--- src/rtl/boa_stall_ctrl.sv ---
// boa_stall_ctrl: central hazard/stall scheduler for the Boa32 pipeline.
// It resolves, in priority order:
//   1. data-bus wait states (mem_busy)
//   2. fixed-latency multi-cycle EX ops
//   3. branch-mispredict flushes
//   4. load-use hazards
// It drives the stall, flush and bubble controls for IF/ID/EX/MEM.
//
// Ports:
//   clk, rst               clock; asynchronous active-low reset
//   id_*                   ID-stage operand usage and register indices
//   ex_*                   EX-stage load info, multi-cycle start, mispredict
//   mem_busy               data-bus wait state in MEM
//   fw_stall_{if,id,ex,mem} stage hold controls
//   fw_flush_id            invalidate IF/ID
//   fw_bubble_{ex,mem}     insert an invalid entry into ID/EX or EX/MEM
//   fw_mc_last             multi-cycle result valid in EX this cycle
//   perf_stall_cnt         stall-cycle counter
//
// Compile-time option:
//   BOA_STALL_PERF_EN  builds the stall-cycle counter; otherwise
//                      perf_stall_cnt is tied to zero.
//
// All outputs are combinational from state and inputs, and are forced
// low while rst is asserted.
module boa_stall_ctrl #(
  parameter int unsigned DIV_CYCLES = 16
) (
  input  logic        clk,
  input  logic        rst,
  input  logic        id_valid,
  input  logic        id_use_rs1,
  input  logic        id_use_rs2,
  input  logic [4:0]  id_rs1,
  input  logic [4:0]  id_rs2,
  input  logic        ex_valid,
  input  logic        ex_is_load,
  input  logic [4:0]  ex_rd,
  input  logic        ex_mc_start,
  input  logic        ex_mispredict,
  input  logic        mem_busy,
  output logic        fw_stall_if,
  output logic        fw_stall_id,
  output logic        fw_stall_ex,
  output logic        fw_stall_mem,
  output logic        fw_flush_id,
  output logic        fw_bubble_ex,
  output logic        fw_bubble_mem,
  output logic        fw_mc_last,
  output logic [31:0] perf_stall_cnt
);

  localparam int unsigned CNT_W  = 8;
  localparam int unsigned PERF_W = 32;

  typedef enum logic {ST_RUN = 1'b0, ST_MC = 1'b1} state_e;

  state_e           st, st_d;
  logic [CNT_W-1:0] cnt, cnt_d;
  logic             flush_pend, flush_pend_d;

  logic stall_if_r, stall_id_r, stall_ex_r, stall_mem_r;
  logic flush_id_r, bubble_ex_r, bubble_mem_r, mc_last_r;
  logic load_use;

  // Load-use hazard; x0 never produces a dependency.
  assign load_use = ex_valid && ex_is_load && (ex_rd != 5'd0) && id_valid &&
                    ((id_use_rs1 && (id_rs1 == ex_rd)) ||
                     (id_use_rs2 && (id_rs2 == ex_rd)));

  // State register.
  always_ff @(posedge clk or negedge rst) begin
    if (!rst) begin
      st         <= ST_RUN;
      cnt        <= '0;
      flush_pend <= 1'b0;
    end else begin
      st         <= st_d;
      cnt        <= cnt_d;
      flush_pend <= flush_pend_d;
    end
  end

  // Prioritised next-state and raw control decode.
  always_comb begin
    st_d         = st;
    cnt_d        = cnt;
    flush_pend_d = flush_pend;
    stall_if_r   = 1'b0;
    stall_id_r   = 1'b0;
    stall_ex_r   = 1'b0;
    stall_mem_r  = 1'b0;
    flush_id_r   = 1'b0;
    bubble_ex_r  = 1'b0;
    bubble_mem_r = 1'b0;
    mc_last_r    = 1'b0;

    if (mem_busy) begin
      stall_if_r  = 1'b1;
      stall_id_r  = 1'b1;
      stall_ex_r  = 1'b1;
      stall_mem_r = 1'b1;
      // Remember a mispredict seen while frozen; it is ignored during MC.
      if (st == ST_RUN && ex_mispredict) flush_pend_d = 1'b1;
      // The multi-cycle unit keeps counting under a bus wait.
      if (st == ST_MC && cnt != '0) cnt_d = cnt - CNT_W'(1);
    end else if (st == ST_MC) begin
      if (cnt != '0) begin
        stall_if_r   = 1'b1;
        stall_id_r   = 1'b1;
        stall_ex_r   = 1'b1;
        bubble_mem_r = 1'b1;
        cnt_d        = cnt - CNT_W'(1);
      end else begin
        mc_last_r = 1'b1;
        st_d      = ST_RUN;
      end
    end else if (ex_mc_start) begin
      stall_if_r   = 1'b1;
      stall_id_r   = 1'b1;
      stall_ex_r   = 1'b1;
      bubble_mem_r = 1'b1;
      cnt_d        = CNT_W'(DIV_CYCLES - 1);
      st_d         = ST_MC;
    end else if (ex_mispredict || flush_pend) begin
      // No stall: IF fetches the redirect target; the ID instruction is dropped.
      flush_id_r   = 1'b1;
      bubble_ex_r  = 1'b1;
      flush_pend_d = 1'b0;
    end else if (load_use) begin
      stall_if_r  = 1'b1;
      stall_id_r  = 1'b1;
      bubble_ex_r = 1'b1;
    end
  end

  // Outputs held low while reset is asserted.
  assign fw_stall_if   = rst & stall_if_r;
  assign fw_stall_id   = rst & stall_id_r;
  assign fw_stall_ex   = rst & stall_ex_r;
  assign fw_stall_mem  = rst & stall_mem_r;
  assign fw_flush_id   = rst & flush_id_r;
  assign fw_bubble_ex  = rst & bubble_ex_r;
  assign fw_bubble_mem = rst & bubble_mem_r;
  assign fw_mc_last    = rst & mc_last_r;

`ifdef BOA_STALL_PERF_EN
  logic [PERF_W-1:0] perf_q;

  // Stall-cycle counter; wraps naturally at 2^32.
  always_ff @(posedge clk or negedge rst) begin
    if (!rst) begin
      perf_q <= '0;
    end else if (fw_stall_if) begin
      perf_q <= perf_q + PERF_W'(1);
    end
  end

  assign perf_stall_cnt = perf_q;
`else
  assign perf_stall_cnt = PERF_W'(0);
`endif

endmodule

--- config.mk ---
export PLATFORM = sky130hd
export DESIGN_NAME = boa_stall_ctrl
export DESIGN_NICKNAME = d
export VERILOG_FILES = /design/src/rtl/boa_stall_ctrl.sv
export SDC_FILE = /design/constraint.sdc
export NUM_CORES = 1
export LEC_CHECK = 0
export BUFFER_PORTS_ARGS = -buffer_cell sky130_fd_sc_hd__buf_4
export CAP_MARGIN = 5
export CORE_ASPECT_RATIO = 0.6
export CORE_MARGIN = 2
export CORE_UTILIZATION = 46
export DETAILED_ROUTE_END_ITERATION = 10
export PLACE_DENSITY = 0.89
export SYNTH_ARGS = -nofsm -noshare
export SYNTH_HDL_FRONTEND = slang
export SYNTH_SLANG_ARGS = --single-unit
--- constraint.sdc ---
create_clock -name clk -period 4.95 [get_ports clk]
set_input_delay 0.7425 -clock clk [delete_from_list [all_inputs] [get_ports clk]]
set_output_delay 0.7425 -clock clk [all_outputs]
set_load 0.01 [all_outputs]
==> results of run 1 <==
## per-stage QoR
step,utilization [%],instances,power (W)
after floorplan,-,155,0.000337
after global placement,54.4,182,0.000369
after detailed placement,54.4,182,0.000384
after CTS,56.9,186,0.000486
after global routing,56.9,186,0.000527
final,56.9,186,0.000482
## flip-flops by register name, summed over array words and instances, names as in the netlist
signal / flops
cnt: 8
flush_pend: 1
st: 1
## report_power, final
group | switching, W | leakage, nW | internal (W)
sequential | 0.0000544 | 0.119 | 0.000118
clock | 0.0000292 | 0.0288 | 0.0000697
combinational | 0.000113 | 0.446 | 0.0000986
total | 0.000197 | 0.593 | 0.000286
## final cells by class
class	count	area, µm²	share of cell area, %
clock buffers	4	55.1	4.50
repair buffers	32	240	19.7
multi-input cells	107	628	51.4
well taps	30	37.5	3.07
inverters	3	11.3	0.921
flip-flops and latches	10	250	20.5
## layout by cell type, fill, tap and decap left out, types with 2 or more instances in the layout
master and n:
nor4b_1 2, o21bai_1 2, mux2i_1 3, xor2_1 9, o21ai_0 4, dfrtp_1 10
nor2b_1 2, inv_1 3, buf_4 32, clkbuf_8 4, xnor2_1 3, a21oi_1 3
nor3_1 4, nor4_1 2, nor2_1 11, o21a_1 2, nand2_1 8, conb_1 32
and2_1 2, nand3_1 4
## routing by layer
metal | GRT usage, % | routed length, µm
met1 | 20.9 | 935
met4 | 1.04 | 0
met5 | 0 | 0
met3 | 6.59 | 104
met2 | 35.6 | 1060
## worst max-delay path, cell delays in order
cell	delay [ns]
buf_4	0.12
xor2_1	0.16
nor4_1	0.37
a32oi_1	0.15
o21bai_1	0.20
buf_4	0.15
## how the worst max path moves through the flow
stage          startpoint  depth (start not counted)  slack (ns)          end
6_report         ex_rd[3]                          6        2.32  fw_stall_if
5_1_grt          ex_rd[3]                          6        2.13  fw_stall_if
4_1_cts          ex_rd[3]                          6        2.29  fw_stall_if
3_5_place_dp     ex_rd[3]                          6        2.29  fw_stall_if
3_3_place_gp     ex_rd[3]                          6        2.42  fw_stall_if
2_1_floorplan    ex_rd[3]                          5        2.48  fw_stall_if
## cells by family (layout without fill, tap and decap cells)
group,count (synthesis),in the layout,share of synthesized area [%]
compound gates,16,16,11.1
xor+xnor,12,12,10.2
flops,10,10,24.3
fa+ha+maj,1,1,1.22
simple gates,43,43,24.0
buf+inv,38,39,25.9
mux,3,3,2.92
other cells,1,32,0.365
==> out/metrics.cfg, run 1 <==
[synth]
synth_area_um2 = 1030
synth_most_common_cell = buf_4
synth.distinct_cells = 34
synth_area_leaders = dfrtp_1 (24%), buf_4 (24%), xor2_1 (7.7%)
yosys_warnings = 0
synth_top_area_share_pct = 24.3
synth-async-reset-ratio_pct = 100
synthCells = 124
ys_seq_area_share_pct = 24.3
syn_area_per_cell_um2 = 8.29
synth_common_cells = buf_4 (33), nor2_1 (11), dfrtp_1 (10)
ys.flop_type = dfrtp_1
synth-edff-count = 0
yosysTopAreaCell = dfrtp_1
ys_ff_latch = 10

[clock_tree]
ctsResizeCount = 0
cts_tree = yes
clk_pin_slew_ns = 0.05
clk_latency_ns = 0.23
post_cts_buffers = 0
cts-buffers-inserted = 3
ctsHoldBuffers = 0
clock_sinks = 10
cts-root-buf = clkbuf_8
cts_max_level = 1
cts_buffer_depth = 2

[cells_and_area]
drive_gt1_share_pct = 25.0
fill_cells = 208
diodes = 0
fin_nets = 183
syn_to_final_growth_pct = 18.9
fin_area_um2 = 1220

[sta]
rsz0062_at_grt = false
timing.fmax_mhz = 380
fin_crit_ns = 2.63
period_share_pct = 53.2
final.setup.tns_ns = 0
clock_skew_ns = 0.00466
whs_ns = 0.351
drv_slew = 0
finalSetupViolCount = 0
hold_viol = 0
fin_ws_ns = 2.32

[outcome]
status = finished, final reports clean

[detailed_routing]
drc = 0
drt-total-wl_mm = 2.10
via_per_inst = 4.53
drt_iter0_markers = 49
wl_per_cell_um = 11.3
num_vias = 843
drtPass1Iterations = 4
antenna_left = 0

[grt]
grt_max_degree = 17
grt_pass1_vias = 779
grtUsageTotal_pct = 18.2
antenna_found_initial = 0
grt_pass1_wl_mm = 3.53
grt.overflow.total = 0

[die]
floorplan.die_area_um2 = 2640
core_um2 = 2150
rows = 13
pin_count = 65
start_util_pct = 47.9
fp.dieH_um = 40.6
die_w_um = 65.0

[worst_setup_path]
rr_worst_depth = 4
r2r-start = st
cp-end-kind = primary output
cp_max_fo = 3
arrival_ns = 1.89
r2r_setup_slack_ns = 3.29
critPathRequiredTime_ns = 4.21
r2r_end = cnt[5]
crit_type = in2out
startpoint_type = input pin

[placement]
io_buffers = 32
dpl_worst_slack_ns = 2.29
hpwl_mm = 1.78
post_dp_cell_area_um2 = 1170
place_congestion = 0.749

[power_and_ir_drop]
ir_drop_v = 0.000249
p_leak_nw = 0.593
p_per_area_nw_per_um2 = 395

[hold_path]
hold_path.class = in2async

[job]
maxCapViolations = 0

No activity file was read; power rests on OpenSTA's default activity.
==> run 2, diff against run 1 <==
--- a/config.mk
+++ b/config.mk
@@ -5,13 +5,14 @@
 export SDC_FILE = /design/constraint.sdc
 export NUM_CORES = 1
 export LEC_CHECK = 0
+export ABC_AREA = 1
 export BUFFER_PORTS_ARGS = -buffer_cell sky130_fd_sc_hd__buf_4
 export CAP_MARGIN = 5
 export CORE_ASPECT_RATIO = 0.6
 export CORE_MARGIN = 2
-export CORE_UTILIZATION = 46
+export CORE_UTILIZATION = 40
 export DETAILED_ROUTE_END_ITERATION = 10
-export PLACE_DENSITY = 0.89
+export PLACE_DENSITY = 0.79
 export SYNTH_ARGS = -nofsm -noshare
 export SYNTH_HDL_FRONTEND = slang
 export SYNTH_SLANG_ARGS = --single-unit
==> constraint.sdc (replaced) <==
create_clock -name clk -period 2.4 [get_ports clk]
set_input_delay 0.36 -clock clk [delete_from_list [all_inputs] [get_ports clk]]
set_output_delay 0.36 -clock clk [all_outputs]
set_load 0.01 [all_outputs]
==> out/metrics.cfg, run 2 <==
[placement]
place_congestion = 0.905
dpl_worst_slack_ns = 0.420
hpwl_mm = 2.15
dp.cells = 264
post_dp_cell_area_um2 = 1340
io_buffers = 32

[sta]
fin_crit_ns = 2.23
fin_ws_ns = 0.170
hold_viol = 0
clock_skew_ns = 0.00597
final.setup.tns_ns = 0
period_share_pct = 92.9
timing.fmax_mhz = 449
finalSetupViolCount = 0
rsz0062_at_grt = false
drv_slew = 0

[cells_and_area]
largestRegisters = cnt (8), flush_pend (1), st (1)
diodes = 0
multi_input_area_um2 = 672
final_cell_mix = nand2_1 (54), conb_1 (32), buf_4 (32), inv_1 (30), nor2_1 (24)
finalNonFillerCells = 269
fill_cells = 305
largest_reg_flops = 8
fin_area_um2 = 1410
final_common_cell = nand2_1
seqCellArea_um2 = 250
drive_gt1_share_pct = 20.7
fin_nets = 254
syn_to_final_growth_pct = 18.2
fin_util_pct = 49.4
regMostFlops = cnt

[grt]
grt_pass1_wl_mm = 4.04
antenna_found_initial = 0
grt_pass1_vias = 915
grt_max_degree = 16
grt.overflow.total = 0
grtUsageTotal_pct = 16.3

[synth]
ys_ff_latch = 10
synthCells = 194
synth_most_common_cell = nand2_1
syn_area_per_cell_um2 = 6.15
synth_area_leaders = dfrtp_1 (21%), buf_4 (21%), nand2_1 (17%)
yosysTopAreaCell = dfrtp_1
synth-edff-count = 0
synth_area_um2 = 1190
synth-async-reset-ratio_pct = 100
yosys_warnings = 0
ys_seq_area_share_pct = 21.0
ys.flop_type = dfrtp_1
synth.distinct_cells = 25
synth_top_area_share_pct = 21.0
synth_common_cells = nand2_1 (54), buf_4 (33), inv_1 (30)

[worst_setup_path]
critPathCapture = fw_stall_id
r2r_setup_slack_ns = 0.86
arrival_ns = 1.87
cp-end-kind = primary output
r2r_end = cnt[7]
timing.critical_path.from = cnt[0]
rr_worst_depth = 8
crit_type = reg2out
startpoint_type = register
cp_max_fo = 5
critPathRequiredTime_ns = 2.04
r2r-start = cnt[0]

[clock_tree]
cts_buffer_depth = 2
ctsHoldBuffers = 1
clk_pin_slew_ns = 0.05
cts-root-buf = clkbuf_8
post_cts_buffers = 0
ctsResizeCount = 0
cts-buffers-inserted = 3
clk_latency_ns = 0.24
clock_sinks = 10
cts_max_level = 1
cts_tree = yes

[die]
rows = 15
fp.dieH_um = 46.3
pin_count = 65
die_w_um = 74.5
core_um2 = 2850
floorplan.die_area_um2 = 3450
start_util_pct = 41.8

[detailed_routing]
via_per_inst = 4.15
drtPass1Iterations = 5
num_vias = 1116
drt_iter0_markers = 61
drc = 0
antenna_left = 0
drt-total-wl_mm = 2.59
wl_per_cell_um = 9.63

[job]
maxCapViolations = 0

[power_and_ir_drop]
ir_drop_v = 0.000318
p_leak_nw = 0.840
p_per_area_nw_per_um2 = 799

[hold_path]
hold_path.class = in2reg

[outcome]
status = finished, final reports clean

## run 2: final cells by class
cell class / count / share of cell area [%]
multi-input cells: 147 / 47.7
repair buffers: 33 / 17.8
flip-flops and latches: 10 / 17.8
well taps: 42 / 3.73
inverters: 33 / 9.15
clock buffers: 4 / 3.91
## run 2: worst min path at each step
stage                              from    endpoint  slack (ns)  cells after the start
after floorplan                     rst      cnt[0]        0.06                      0
final                       ex_mc_start          st        0.46                      3
after detailed placement            rst      cnt[4]        0.22                      1
after global routing      ex_mispredict  flush_pend        0.46                      3
after global placement              rst      cnt[3]        0.22                      1
after CTS                   ex_mc_start          st        0.45                      3
## run 2: cell families (layout without fill, tap and decap cells)
group / after synthesis / count (layout) / synth area share, %
simple gates: 95 / 95 / 33.7
flops: 10 / 10 / 21.0
compound gates: 18 / 18 / 10.8
buf+inv: 68 / 70 / 32.4
xor+xnor: 1 / 1 / 0.735
other cells: 1 / 32 / 0.314
fa+ha+maj: 1 / 1 / 1.05
## run 2: report_power, final
group / switching [W] / internal [W]
registers: 0.0000714 / 0.000246
clock network: 0.0000737 / 0.000145
logic: 0.000373 / 0.000218
## run 2: routing by layer
layer  track usage, %  share of wire (%)
met2             22.8                 40
met4             6.43                1.0
met3             4.81                9.6
met5                0                  0
met1             23.4                 49
## run 2: critical path, stage by stage (launching register included)
cell and delay, ns:
dfrtp_1 0.38, inv_1 0.14, ha_1 0.23, nand3_2 0.16, o21ai_4 0.22, nand2_1 0.11
o21ai_2 0.14, nand2_1 0.09, buf_4 0.15
## run 2: per-stage QoR
step	hold WS, ns	total power (W)
finish	0.457	0.00113
global route	0.464	0.00122
CTS	0.452	0.00113
detailed placement	0.221	0.000902
global placement	0.222	0.000887
floorplan	0.0644	0.000788
==> run 3, diff against run 2 <==
==> constraint.sdc (replaced) <==
create_clock -name clk -period 2.4 [get_ports clk]
set_input_delay 0.36 -clock clk [delete_from_list [all_inputs] [get_ports clk]]
set_output_delay 0.36 -clock clk [all_outputs]
set_load 0.05 [all_outputs]
==> out/metrics.cfg, run 3 (synthesized netlist as in run 2, its figures left out) <==
[cells_and_area]
final_cell_mix = nand2_1 (54), conb_1 (32), buf_4 (32), inv_1 (30), nor2_1 (24)
fin_area_um2 = 1400
fin_nets = 254
final_common_cell = nand2_1
drive_gt1_share_pct = 20.4
fin_util_pct = 48.9
regMostFlops = cnt
finalNonFillerCells = 268
diodes = 0
largestRegisters = cnt (8), flush_pend (1), st (1)
syn_to_final_growth_pct = 17.0
largest_reg_flops = 8

[placement]
post_dp_cell_area_um2 = 1340
place_congestion = 0.881
dp.cells = 264
hpwl_mm = 2.10
dpl_worst_slack_ns = 0.405
io_buffers = 32

[power_and_ir_drop]
clock_power_share_pct = 14.9
p_leak_nw = 0.832
p_comb_share_pct = 58.9
p_per_area_nw_per_um2 = 869
internal-power_w = 0.000577
ir_drop_v = 0.000401
power.share.switching_pct = 52.4
p_sw_w = 0.000636
p_seq_share_pct = 26.2

[grt]
grtUsageTotal_pct = 15.5
grt_pass1_wl_mm = 3.95
grt.overflow.total = 0
grtUsageMet1_pct = 22.7
met3_usage_pct = 5.69
use_met2_pct = 21.8
grt_max_degree = 16
antenna_found_initial = 0
grt_pass1_vias = 855
busiest_layer = met1

[clock_tree]
clk_latency_ns = 0.24
clk_pin_slew_ns = 0.05
cts_max_level = 1
cts_buffer_depth = 2
cts-buffers-inserted = 3
post_cts_buffers = 0
cts_tree = yes
clock_sinks = 10
cts-root-buf = clkbuf_8

[worst_setup_path]
r2r-start = cnt[0]
crit_type = reg2out
cp-end-kind = primary output
critPathRequiredTime_ns = 2.04
cp_slowest_cell = dfrtp_1
timing.critical_path.from = cnt[0]
r2r_setup_slack_ns = 0.88
cp_max_fo = 5
rr_worst_depth = 8
crit_path_frequent_cell = nand2_1
crit_chain = inv_1 -> ha_1 -> nand3_2 -> o21ai_4 -> nand2_1 -> o21ai_2 -> nand2_1 -> buf_4
critPathMaxStageDelay_ns = 0.38
startpoint_type = register
r2r_end = cnt[6]
arrival_ns = 1.90

[die]
die_w_um = 74.5
rows = 15
fp.dieH_um = 46.3
start_util_pct = 41.8
pin_count = 65
floorplan.die_area_um2 = 3450
core_um2 = 2850

[detailed_routing]
drtPass1Iterations = 4
drt_iter0_markers = 34
via_per_inst = 4.14
drt-total-wl_mm = 2.53
wl_per_cell_um = 9.44
drc = 0
num_vias = 1109
antenna_left = 0

[sta]
final.setup.tns_ns = 0
clock_skew_ns = 0.00119
hold_viol = 0
fin_ws_ns = 0.135
finalSetupViolCount = 0
fin_crit_ns = 2.26
drv_slew = 0
rsz0062_at_grt = false
period_share_pct = 94.4
timing.fmax_mhz = 442

[hold_path]
hold_start = ex_mc_start
hold_path.class = in2reg
worstHoldPathCells = 3
holdPathEnd = st

[outcome]
status = finished, final reports clean

[job]
maxCapViolations = 0

## run 3: metal layers
layer / vias up / routed length, µm
met5: - / 0
met3: 2 / 185
met2: 33 / 1030
met4: 0 / 16
li1: 592 / -
met1: 482 / 1300
## run 3: cell type report
class,count,area [µm²]
Timing Repair Buffer,33,250
Fill cell,313,1460
Sequential cell,10,250
Inverter,33,129
Tap cell,42,52.6
Multi-Input combinational cell,147,672
Clock buffer,3,41.3
## run 3: metrics by stage
stage	power [W]	hold slack, ns
detailed placement	0.00103	0.222
floorplan	0.000915	0.0644
global placement	0.00101	0.221
global route	0.00131	0.463
finish	0.00121	0.460
CTS	0.00121	0.460
## run 3: worst max path at each step
stage / to / slack (ns) / depth (start not counted)
floorplan: fw_bubble_ex / 0.07 / 8
global placement: fw_stall_id / 0.44 / 8
detailed placement: fw_stall_if / 0.41 / 8
CTS: fw_stall_if / 0.14 / 8
global route: fw_stall_if / 0.02 / 8
finish: fw_stall_if / 0.14 / 8
## run 3: critical path, delay by kind of cell (launching register included)
family          cells  cell delay (ns)
buf+inv             2             0.34
fa+ha+maj           1             0.22
flops               1             0.38
compound gates      2             0.36
simple gates        3             0.37
## run 3: power by group through the flow
stage               Sequential (W)  Combinational [W]  Clock [W]
floorplan                 0.000288           0.000627          0
global placement          0.000316           0.000698          0
detailed placement        0.000315           0.000710          0
CTS                       0.000315           0.000711   0.000185
global route              0.000326           0.000795   0.000192
finish                    0.000318           0.000714   0.000181
## run 3: what timing repair did
| action | CTS | global route |
|---|---|---|
| hold endpoints to repair | 10 | 0 |
| gates resized for setup | 0 | 0 |
| hold buffers | 1 | 0 |
